File: config.mk
export PLATFORM = sky130hd
export DESIGN_NAME = uart_cmd_assembler_flat
export DESIGN_NICKNAME = d
export VERILOG_FILES = /design/src/rtl/uart_cmd_assembler_if.sv /design/src/rtl/uart_cmd_assembler.sv /design/src/flat_wrapper.sv
export SDC_FILE = /design/constraint.sdc
export NUM_CORES = 1
export LEC_CHECK = 0
export ABC_CLOCK_PERIOD_IN_PS = 7200
export BUFFER_PORTS_ARGS = -buffer_cell sky130_fd_sc_hd__buf_2
export CORE_MARGIN = 10
export CORE_UTILIZATION = 40
export CTS_BUF_LIST = sky130_fd_sc_hd__clkbuf_4 sky130_fd_sc_hd__clkbuf_8 sky130_fd_sc_hd__clkbuf_16
export DETAILED_ROUTE_END_ITERATION = 10
export PLACE_DENSITY_LB_ADDON = 0.12
export SYNTH_ARGS = -nofsm -noshare
export SYNTH_HDL_FRONTEND = slang
export SYNTH_SLANG_ARGS = --single-unit
File: constraint.sdc
create_clock -name CLOCK_50 -period 7.2 [get_ports CLOCK_50]
set_clock_uncertainty 0.05 [all_clocks]
set_input_delay 2.16 -clock CLOCK_50 [delete_from_list [all_inputs] [get_ports CLOCK_50]]
set_output_delay 2.16 -clock CLOCK_50 [all_outputs]
set_load 0.05 [all_outputs]
File: src/rtl/uart_cmd_assembler_if.sv
`default_nettype none
// ============================================================================
//  Module   : uart_cmd_assembler_if
//  Purpose  : Bundles the byte-input, command-output and status signals of
//             the UART command assembler.
//  Ports    : RX_VALID/RX_BYTE - received UART byte strobe and data
//             FLUSH            - synchronous clear request
//             CMD_READY        - consumer accepts the head word
//             CMD_VALID/CMD_DATA - FIFO head word and its valid flag
//             FIFO_COUNT, BYTE_CNT, OVERFLOW, TIMEOUT_ERR, CSUM_ERR - status
//  Modports : master - the assembler itself; slave - the surrounding logic
//  Revision : 1.0 - initial release
// ============================================================================
interface uart_cmd_assembler_if #(
  parameter int BYTES = 3,
  parameter int DEPTH = 16
);
  logic                       RX_VALID;
  logic [7:0]                 RX_BYTE;
  logic                       FLUSH;
  logic                       CMD_READY;
  logic                       CMD_VALID;
  logic [BYTES*8-1:0]         CMD_DATA;
  logic [$clog2(DEPTH):0]     FIFO_COUNT;
  logic [$clog2(BYTES+1)-1:0] BYTE_CNT;
  logic                       OVERFLOW;
  logic                       TIMEOUT_ERR;
  logic                       CSUM_ERR;

  modport master (
    input  RX_VALID, RX_BYTE, FLUSH, CMD_READY,
    output CMD_VALID, CMD_DATA, FIFO_COUNT, BYTE_CNT, OVERFLOW, TIMEOUT_ERR, CSUM_ERR
  );

  modport slave (
    output RX_VALID, RX_BYTE, FLUSH, CMD_READY,
    input  CMD_VALID, CMD_DATA, FIFO_COUNT, BYTE_CNT, OVERFLOW, TIMEOUT_ERR, CSUM_ERR
  );
endinterface
`default_nettype wire

File: src/rtl/uart_cmd_assembler.sv
`default_nettype none
// ============================================================================
//  Module   : uart_cmd_assembler
//  Purpose  : Packs received UART bytes little-endian into BYTES-wide command
//             words, discards partial words after an idle timeout and queues
//             complete words in a DEPTH-entry show-ahead FIFO read through a
//             valid/ready handshake.
//  Ports    : CLOCK_50 - system clock (rising edge)
//             RST      - asynchronous active-high reset
//             cmd      - uart_cmd_assembler_if.master (byte input, command
//                        output, FIFO/assembly status)
//  Options  : CHECKSUM_EN - when defined, each word is followed by an XOR
//             checksum byte; mismatching words are dropped with CSUM_ERR.
//  Revision : 1.0 - initial release
// ============================================================================
module uart_cmd_assembler #(
  parameter int BYTES          = 3,
  parameter int DEPTH          = 16,
  parameter int TIMEOUT_CYCLES = 500000
) (
  input  wire logic             CLOCK_50,
  input  wire logic             RST,
  uart_cmd_assembler_if.master  cmd
);

  localparam int W   = BYTES * 8;
  localparam int BCW = $clog2(BYTES + 1);
  localparam int PW  = $clog2(DEPTH);
  localparam int CW  = PW + 1;
  // Timer only needs to reach TIMEOUT_CYCLES-1.
  localparam int TW  = (TIMEOUT_CYCLES > 1) ? $clog2(TIMEOUT_CYCLES) : 1;

  typedef enum logic [0:0] {
    ASSEMBLE = 1'b0
`ifdef CHECKSUM_EN
    , CHECK  = 1'b1
`endif
  } state_t;

  state_t           state, state_next;
  logic [BCW-1:0]   byte_cnt, byte_cnt_next;
  logic [W-1:0]     asm_word, asm_next, ins_word, push_data;
  logic [TW-1:0]    timer, timer_next;
  logic             timeout_next, csum_err_next;
  logic             timeout_err, csum_err;
  logic             push_req, timer_active;
`ifdef CHECKSUM_EN
  logic [7:0]       csum_acc, csum_next;
`endif

  logic [W-1:0]     mem [DEPTH];
  logic [PW-1:0]    wr_ptr, rd_ptr;
  logic [CW-1:0]    count;
  logic             overflow;
  logic             full, do_pop, do_push;

  // --------------------------------------------------------------------------
  // State register
  // --------------------------------------------------------------------------
  always_ff @(posedge CLOCK_50 or posedge RST) begin
    if (RST) state <= ASSEMBLE;
    else     state <= state_next;
  end

  // --------------------------------------------------------------------------
  // Next-state, assembly and timeout logic
  // --------------------------------------------------------------------------
  always_comb begin
    state_next    = state;
    byte_cnt_next = byte_cnt;
    asm_next      = asm_word;
    timer_next    = timer;
    timeout_next  = 1'b0;
    csum_err_next = 1'b0;
    push_req      = 1'b0;
    push_data     = asm_word;
`ifdef CHECKSUM_EN
    csum_next     = csum_acc;
`endif

    // Current partial word with the incoming byte dropped into its lane.
    ins_word = asm_word;
    for (int k = 0; k < BYTES; k++) begin
      if (byte_cnt == BCW'(k)) ins_word[8*k +: 8] = cmd.RX_BYTE;
    end

    timer_active = (byte_cnt != '0) || (state != ASSEMBLE);

    if (cmd.FLUSH) begin
      state_next    = ASSEMBLE;
      byte_cnt_next = '0;
      asm_next      = '0;
      timer_next    = '0;
`ifdef CHECKSUM_EN
      csum_next     = '0;
`endif
    end else if (cmd.RX_VALID) begin
      // A byte in the timeout cycle wins over the timeout.
      timer_next = '0;
      case (state)
        ASSEMBLE: begin
`ifdef CHECKSUM_EN
          csum_next = csum_acc ^ cmd.RX_BYTE;
`endif
          if (byte_cnt == BCW'(BYTES - 1)) begin
            byte_cnt_next = '0;
`ifdef CHECKSUM_EN
            asm_next   = ins_word;
            state_next = CHECK;
`else
            asm_next   = '0;
            push_req   = 1'b1;
            push_data  = ins_word;
`endif
          end else begin
            byte_cnt_next = byte_cnt + BCW'(1);
            asm_next      = ins_word;
          end
        end
`ifdef CHECKSUM_EN
        CHECK: begin
          state_next = ASSEMBLE;
          asm_next   = '0;
          csum_next  = '0;
          if (cmd.RX_BYTE == csum_acc) begin
            push_req  = 1'b1;
            push_data = asm_word;
          end else begin
            csum_err_next = 1'b1;
          end
        end
`endif
        default: state_next = ASSEMBLE;
      endcase
    end else if ((TIMEOUT_CYCLES != 0) && timer_active) begin
      if (timer == TW'(TIMEOUT_CYCLES - 1)) begin
        timeout_next  = 1'b1;
        state_next    = ASSEMBLE;
        byte_cnt_next = '0;
        asm_next      = '0;
        timer_next    = '0;
`ifdef CHECKSUM_EN
        csum_next     = '0;
`endif
      end else begin
        timer_next = timer + TW'(1);
      end
    end
  end

  // --------------------------------------------------------------------------
  // FIFO control: a pop frees a slot for a push in the same cycle.
  // --------------------------------------------------------------------------
  assign full    = (count == CW'(DEPTH));
  assign do_pop  = (count != '0) && cmd.CMD_READY && !cmd.FLUSH;
  assign do_push = push_req && (!full || do_pop);

  always_ff @(posedge CLOCK_50 or posedge RST) begin
    if (RST) begin
      byte_cnt    <= '0;
      asm_word    <= '0;
      timer       <= '0;
      timeout_err <= 1'b0;
      csum_err    <= 1'b0;
`ifdef CHECKSUM_EN
      csum_acc    <= '0;
`endif
      wr_ptr      <= '0;
      rd_ptr      <= '0;
      count       <= '0;
      overflow    <= 1'b0;
    end else begin
      byte_cnt    <= byte_cnt_next;
      asm_word    <= asm_next;
      timer       <= timer_next;
      timeout_err <= timeout_next;
      csum_err    <= csum_err_next;
`ifdef CHECKSUM_EN
      csum_acc    <= csum_next;
`endif
      if (cmd.FLUSH) begin
        wr_ptr   <= '0;
        rd_ptr   <= '0;
        count    <= '0;
        overflow <= 1'b0;
      end else begin
        if (do_push) wr_ptr <= wr_ptr + PW'(1);
        if (do_pop)  rd_ptr <= rd_ptr + PW'(1);
        count <= count + CW'(do_push) - CW'(do_pop);
        if (push_req && full && !do_pop) overflow <= 1'b1;
      end
    end
  end

  // Storage is not reset; the head is masked to zero while empty.
  always_ff @(posedge CLOCK_50) begin
    if (do_push) mem[wr_ptr] <= push_data;
  end

  // --------------------------------------------------------------------------
  // Outputs
  // --------------------------------------------------------------------------
  assign cmd.CMD_VALID   = (count != '0);
  assign cmd.CMD_DATA    = (count != '0) ? mem[rd_ptr] : '0;
  assign cmd.FIFO_COUNT  = count;
  assign cmd.BYTE_CNT    = byte_cnt;
  assign cmd.OVERFLOW    = overflow;
  assign cmd.TIMEOUT_ERR = timeout_err;
`ifdef CHECKSUM_EN
  assign cmd.CSUM_ERR    = csum_err;
`else
  assign cmd.CSUM_ERR    = 1'b0;
`endif

endmodule
`default_nettype wire

File: src/flat_wrapper.sv
// flat-port wrapper written by rule: the top's interface ports become plain ports
module uart_cmd_assembler_flat 
#(
  parameter int BYTES          = 3,
  parameter int DEPTH          = 16,
  parameter int TIMEOUT_CYCLES = 500000
)
  (CLOCK_50, RST, cmd_RX_VALID, cmd_RX_BYTE, cmd_FLUSH, cmd_CMD_READY, cmd_CMD_VALID, cmd_CMD_DATA, cmd_FIFO_COUNT, cmd_BYTE_CNT, cmd_OVERFLOW, cmd_TIMEOUT_ERR, cmd_CSUM_ERR);
  uart_cmd_assembler_if #(.BYTES(BYTES), .DEPTH(DEPTH)) cmd_i ();
  input  wire logic CLOCK_50;
  input  wire logic RST;
  input wire logic [$bits(cmd_i.RX_VALID)-1:0] cmd_RX_VALID;
  input wire logic [$bits(cmd_i.RX_BYTE)-1:0] cmd_RX_BYTE;
  input wire logic [$bits(cmd_i.FLUSH)-1:0] cmd_FLUSH;
  input wire logic [$bits(cmd_i.CMD_READY)-1:0] cmd_CMD_READY;
  output wire logic [$bits(cmd_i.CMD_VALID)-1:0] cmd_CMD_VALID;
  output wire logic [$bits(cmd_i.CMD_DATA)-1:0] cmd_CMD_DATA;
  output wire logic [$bits(cmd_i.FIFO_COUNT)-1:0] cmd_FIFO_COUNT;
  output wire logic [$bits(cmd_i.BYTE_CNT)-1:0] cmd_BYTE_CNT;
  output wire logic [$bits(cmd_i.OVERFLOW)-1:0] cmd_OVERFLOW;
  output wire logic [$bits(cmd_i.TIMEOUT_ERR)-1:0] cmd_TIMEOUT_ERR;
  output wire logic [$bits(cmd_i.CSUM_ERR)-1:0] cmd_CSUM_ERR;
  assign cmd_i.RX_VALID = cmd_RX_VALID;
  assign cmd_i.RX_BYTE = cmd_RX_BYTE;
  assign cmd_i.FLUSH = cmd_FLUSH;
  assign cmd_i.CMD_READY = cmd_CMD_READY;
  assign cmd_CMD_VALID = cmd_i.CMD_VALID;
  assign cmd_CMD_DATA = cmd_i.CMD_DATA;
  assign cmd_FIFO_COUNT = cmd_i.FIFO_COUNT;
  assign cmd_BYTE_CNT = cmd_i.BYTE_CNT;
  assign cmd_OVERFLOW = cmd_i.OVERFLOW;
  assign cmd_TIMEOUT_ERR = cmd_i.TIMEOUT_ERR;
  assign cmd_CSUM_ERR = cmd_i.CSUM_ERR;
  uart_cmd_assembler #(.BYTES(BYTES), .DEPTH(DEPTH), .TIMEOUT_CYCLES(TIMEOUT_CYCLES)) u_core (.CLOCK_50(CLOCK_50), .RST(RST), .cmd(cmd_i));
endmodule
==> reports/qor.csv <==
stage,metric,value,unit
detailed_routing,final wirelength,39400,um
timing,Final Cycle Share,74.2,%
detailed_routing,number of remaining DRC errors,0,
worst_setup_path,"critical path, cell by cell",buf_4 -> mux4_2 -> mux2i_1 -> o22ai_1 -> buf_2,
detailed_routing,wire length per cell,23.9,um
timing,Worst-Margin Slew,1060,ps
yosys,Syn Nets,1001,
placed_design,# port buffers,46,
worst_setup_path,Worst Setup EP,cmd_CMD_DATA[11],
worst_setup_path,critical path class,reg2out,
yosys,synthesized cell area,17900,sq um
die,Die Footprint,53500,sq um
detailed_routing,final antenna-violating net count,0,
final_layout,synth-to-layout area growth,13.7,%
yosys,Post-Syn Area per Cell,18.3,sq um
yosys,synth cell count leaders,"384 x edfxtp_1, 96 x mux4_2, 66 x nand2_1",
die,Die Height,231,um
global_route,largest net degree at the start of global routing,61,
detailed_routing,1st-iter DRT viols,593,
global_route,vias in the first global route,9333,
clock_network,CTS Buf Count,47,
global_route,gr usage total,14.9,%
die,cell row count,77,
final_layout,NumNets Final,1047,
final_layout,layout cell share with drive strength beyond 1,25.1,%
worst_setup_path,Critical Path Fanout Max,27,
power_and_ir_drop,Leakage,0.00679,uW
yosys,"Seq/Total Area, Yosys",73.0,%
yosys,Netlist cell types,49,
yosys,Mapped Cells,975,
worst_setup_path,Crit path required time,4990,ps
worst_setup_path,critical path depth in cells,5,
clock_network,CTS root buf,clkbuf_16,
clock_network,Resize count post-CTS,0,
detailed_routing,DR vias,8845,
timing,Final min period,5340,ps
worst_setup_path,R2R setup slack,3780,ps
die,die width,231,um
hold_path,worst min-delay path class,reg2reg,
worst_setup_path,crit path capture type,primary output,
yosys,most frequent cell after synthesis,edfxtp_1,
worst_setup_path,Critical Path AT,3130,ps
timing,final-report max-slew violation count,0,
detailed_routing,vias per cell,5.35,
timing,total negative slack,0,ps
yosys,Synth area leaders,"edfxtp_1 65%, mux4_2 12%, dfrtp_1 8.4%",
status,status,completed,
global_route,first-pass GRT wire length,59500,um
placed_design,Routability Congestion,0.762,
power_and_ir_drop,Pwr Density,330,nW/um^2
detailed_routing,DR pass1 iterations,4,
global_route,GRT Residual Overflow,0,
yosys,"Top FF cell, synth",edfxtp_1,
worst_setup_path,crit path launch,u_core.rd_ptr[0],
timing,Slew HR,29.0,%
clock_network,clock transition at the registers of the reported paths,60,ps
yosys,post-synth top area share,64.6,%
power_and_ir_drop,total power,6710,uW
worst_setup_path,R2R Path Start,u_core.cmd.BYTE_CNT[0],
worst_setup_path,Worst Path Buf+Inv,2,
global_route,initial antenna violation count,1,
die,Starting Density,40.4,%
clock_network,Max Buffers Root-to-Sink,3,
timing,setup violators final,0,
run,total of max-cap violations,0,
clock_network,CTS tree,done,
die,core area,44200,sq um
worst_setup_path,Top delay family on crit path,multiplexers,
timing,RSZ-0062 raised after global routing,no,
placed_design,dpl hpwl,22700,um
die,I/O pin count,48,
yosys,Synth area leader,edfxtp_1,
worst_setup_path,crit path launch type,flip-flop,
timing,top achievable clock speed,187,MHz
yosys,synthesized flop and latch total,444,
clock_network,number of clock sinks,444,
clock_network,insertion delay to the later sink of the worst-skew pair,570,ps
clock_network,cts hold-fix bufs,0,
worst_setup_path,R2R Path End,u_core.mem[6][4],
yosys,synth warn,0,
clock_network,Post-CTS Setup Inserts,0,
worst_setup_path,CP peak stage delay,780,ps
timing,Final Hold Viols,0,
clock_network,H-Tree Depth,2,
power_and_ir_drop,Worst VDD drop,0.205,mV
worst_setup_path,R2R cell count,5,
yosys,ys async rst share,13.5,%
worst_setup_path,crit path max-delay cell type,dfrtp_4,
yosys,Post-synth EDFFs,384,
-- sequential cells by signal, indices dropped and copies added (netlist names), 2 cells and up --
signal,flops
u_core.timer,19
u_core.wr_ptr,4
u_core.rd_ptr,4
u_core.asm_word,24
u_core.cmd.FIFO_COUNT,5
u_core.cmd.BYTE_CNT,2
u_core.mem,384
-- layout by cell type (no fill, tap or decap), types with 5 or more instances in the layout --
cell,netlist,layout
nand3b_1,5,5
xor2_1,9,9
dfrtp_1,60,57
nor2_1,28,24
clkbuf_4,0,6
a21boi_0,8,8
buf_2,24,46
edfxtp_1,384,384
clkinv_2,0,13
mux4_2,96,96
o211ai_1,10,10
mux2i_1,49,49
nand4_1,5,5
nor2b_1,6,6
buf_4,5,13
o22ai_1,25,25
clkbuf_16,0,49
nand2_1,66,66
inv_1,25,24
ha_1,12,12
nand3_1,19,19
a21oi_1,14,14
xnor2_1,7,7
or3_1,6,6
o21ai_0,18,18
clkinv_1,0,8
and2_2,0,8
-- power by group --
group / switching [uW] / total [uW] / internal [uW]
sequential: 127 / 2950 / 2820
clock: 996 / 2430 / 1430
combinational: 846 / 1330 / 483
total: 1970 / 6710 / 4740
-- layer usage --
| metal | vias up | global-route usage, % | share of wire [%] |
|---|---|---|---|
| met5 | - | 0 | 0 |
| met4 | 0 | 4.67 | 2.3 |
| met3 | 55 | 2.99 | 4.7 |
| met2 | 187 | 23.5 | 47 |
| met1 | 4649 | 20.4 | 46 |
| li1 | 3954 | - | - |
-- worst register-to-register path, delay by kind of cell, from the launching register on --
family,cells,cell delay (ps)
and+or+nand+nor,3,1470
AOI/OAI and AO/OA,1,610
DFF,1,470
buffers and inverters,1,460
-- worst min-delay path by stage --
stage	from	to	slack, ps	cells past startpoint
2_1_floorplan	u_core.timer[3]	u_core.timer[3]	430	1
3_3_place_gp	u_core.timer[3]	u_core.timer[3]	460	1
3_5_place_dp	u_core.timer[3]	u_core.timer[3]	460	1
4_1_cts	u_core.timer[3]	u_core.timer[3]	470	1
5_1_grt	u_core.asm_word[18]	u_core.asm_word[18]	490	1
6_report	u_core.timer[3]	u_core.timer[3]	480	1
-- stage by stage --
stage / utilization [%] / cells / hold WS, ps / area, sq um / setup slack [ps]
2_1_floorplan: - / 975 / 428 / 17900 / 2000
3_3_place_gp: 42.4 / 1564 / 461 / 18700 / 1860
3_5_place_dp: 42.4 / 1564 / 462 / 18700 / 1710
4_1_cts: 45.9 / 1651 / 475 / 20300 / 1750
5_1_grt: 45.9 / 1651 / 490 / 20300 / 1670
6_report: 45.9 / 1652 / 481 / 20300 / 1860
-- area by class of cell --
type                    instances  area, sq um
flip-flops and latches        444        13000
clock inverters                30          256
multi-input cells             442         4500
fillers                      3776        23900
clock buffers                  57         1300
well taps                     592          741
diodes                          1         2.50
repair buffers                 61          368
inverters                      25         93.8
-- logic make-up after synthesis --
kind of cell	synth area share (%)
compound gates	3.06
xor+xnor	0.785
fa+ha+maj	0.953
buf+inv	2.14
flops	73.0
mux	14.9
other cells	0.0210
simple gates	5.19
Power figures use the tool's default switching activity.
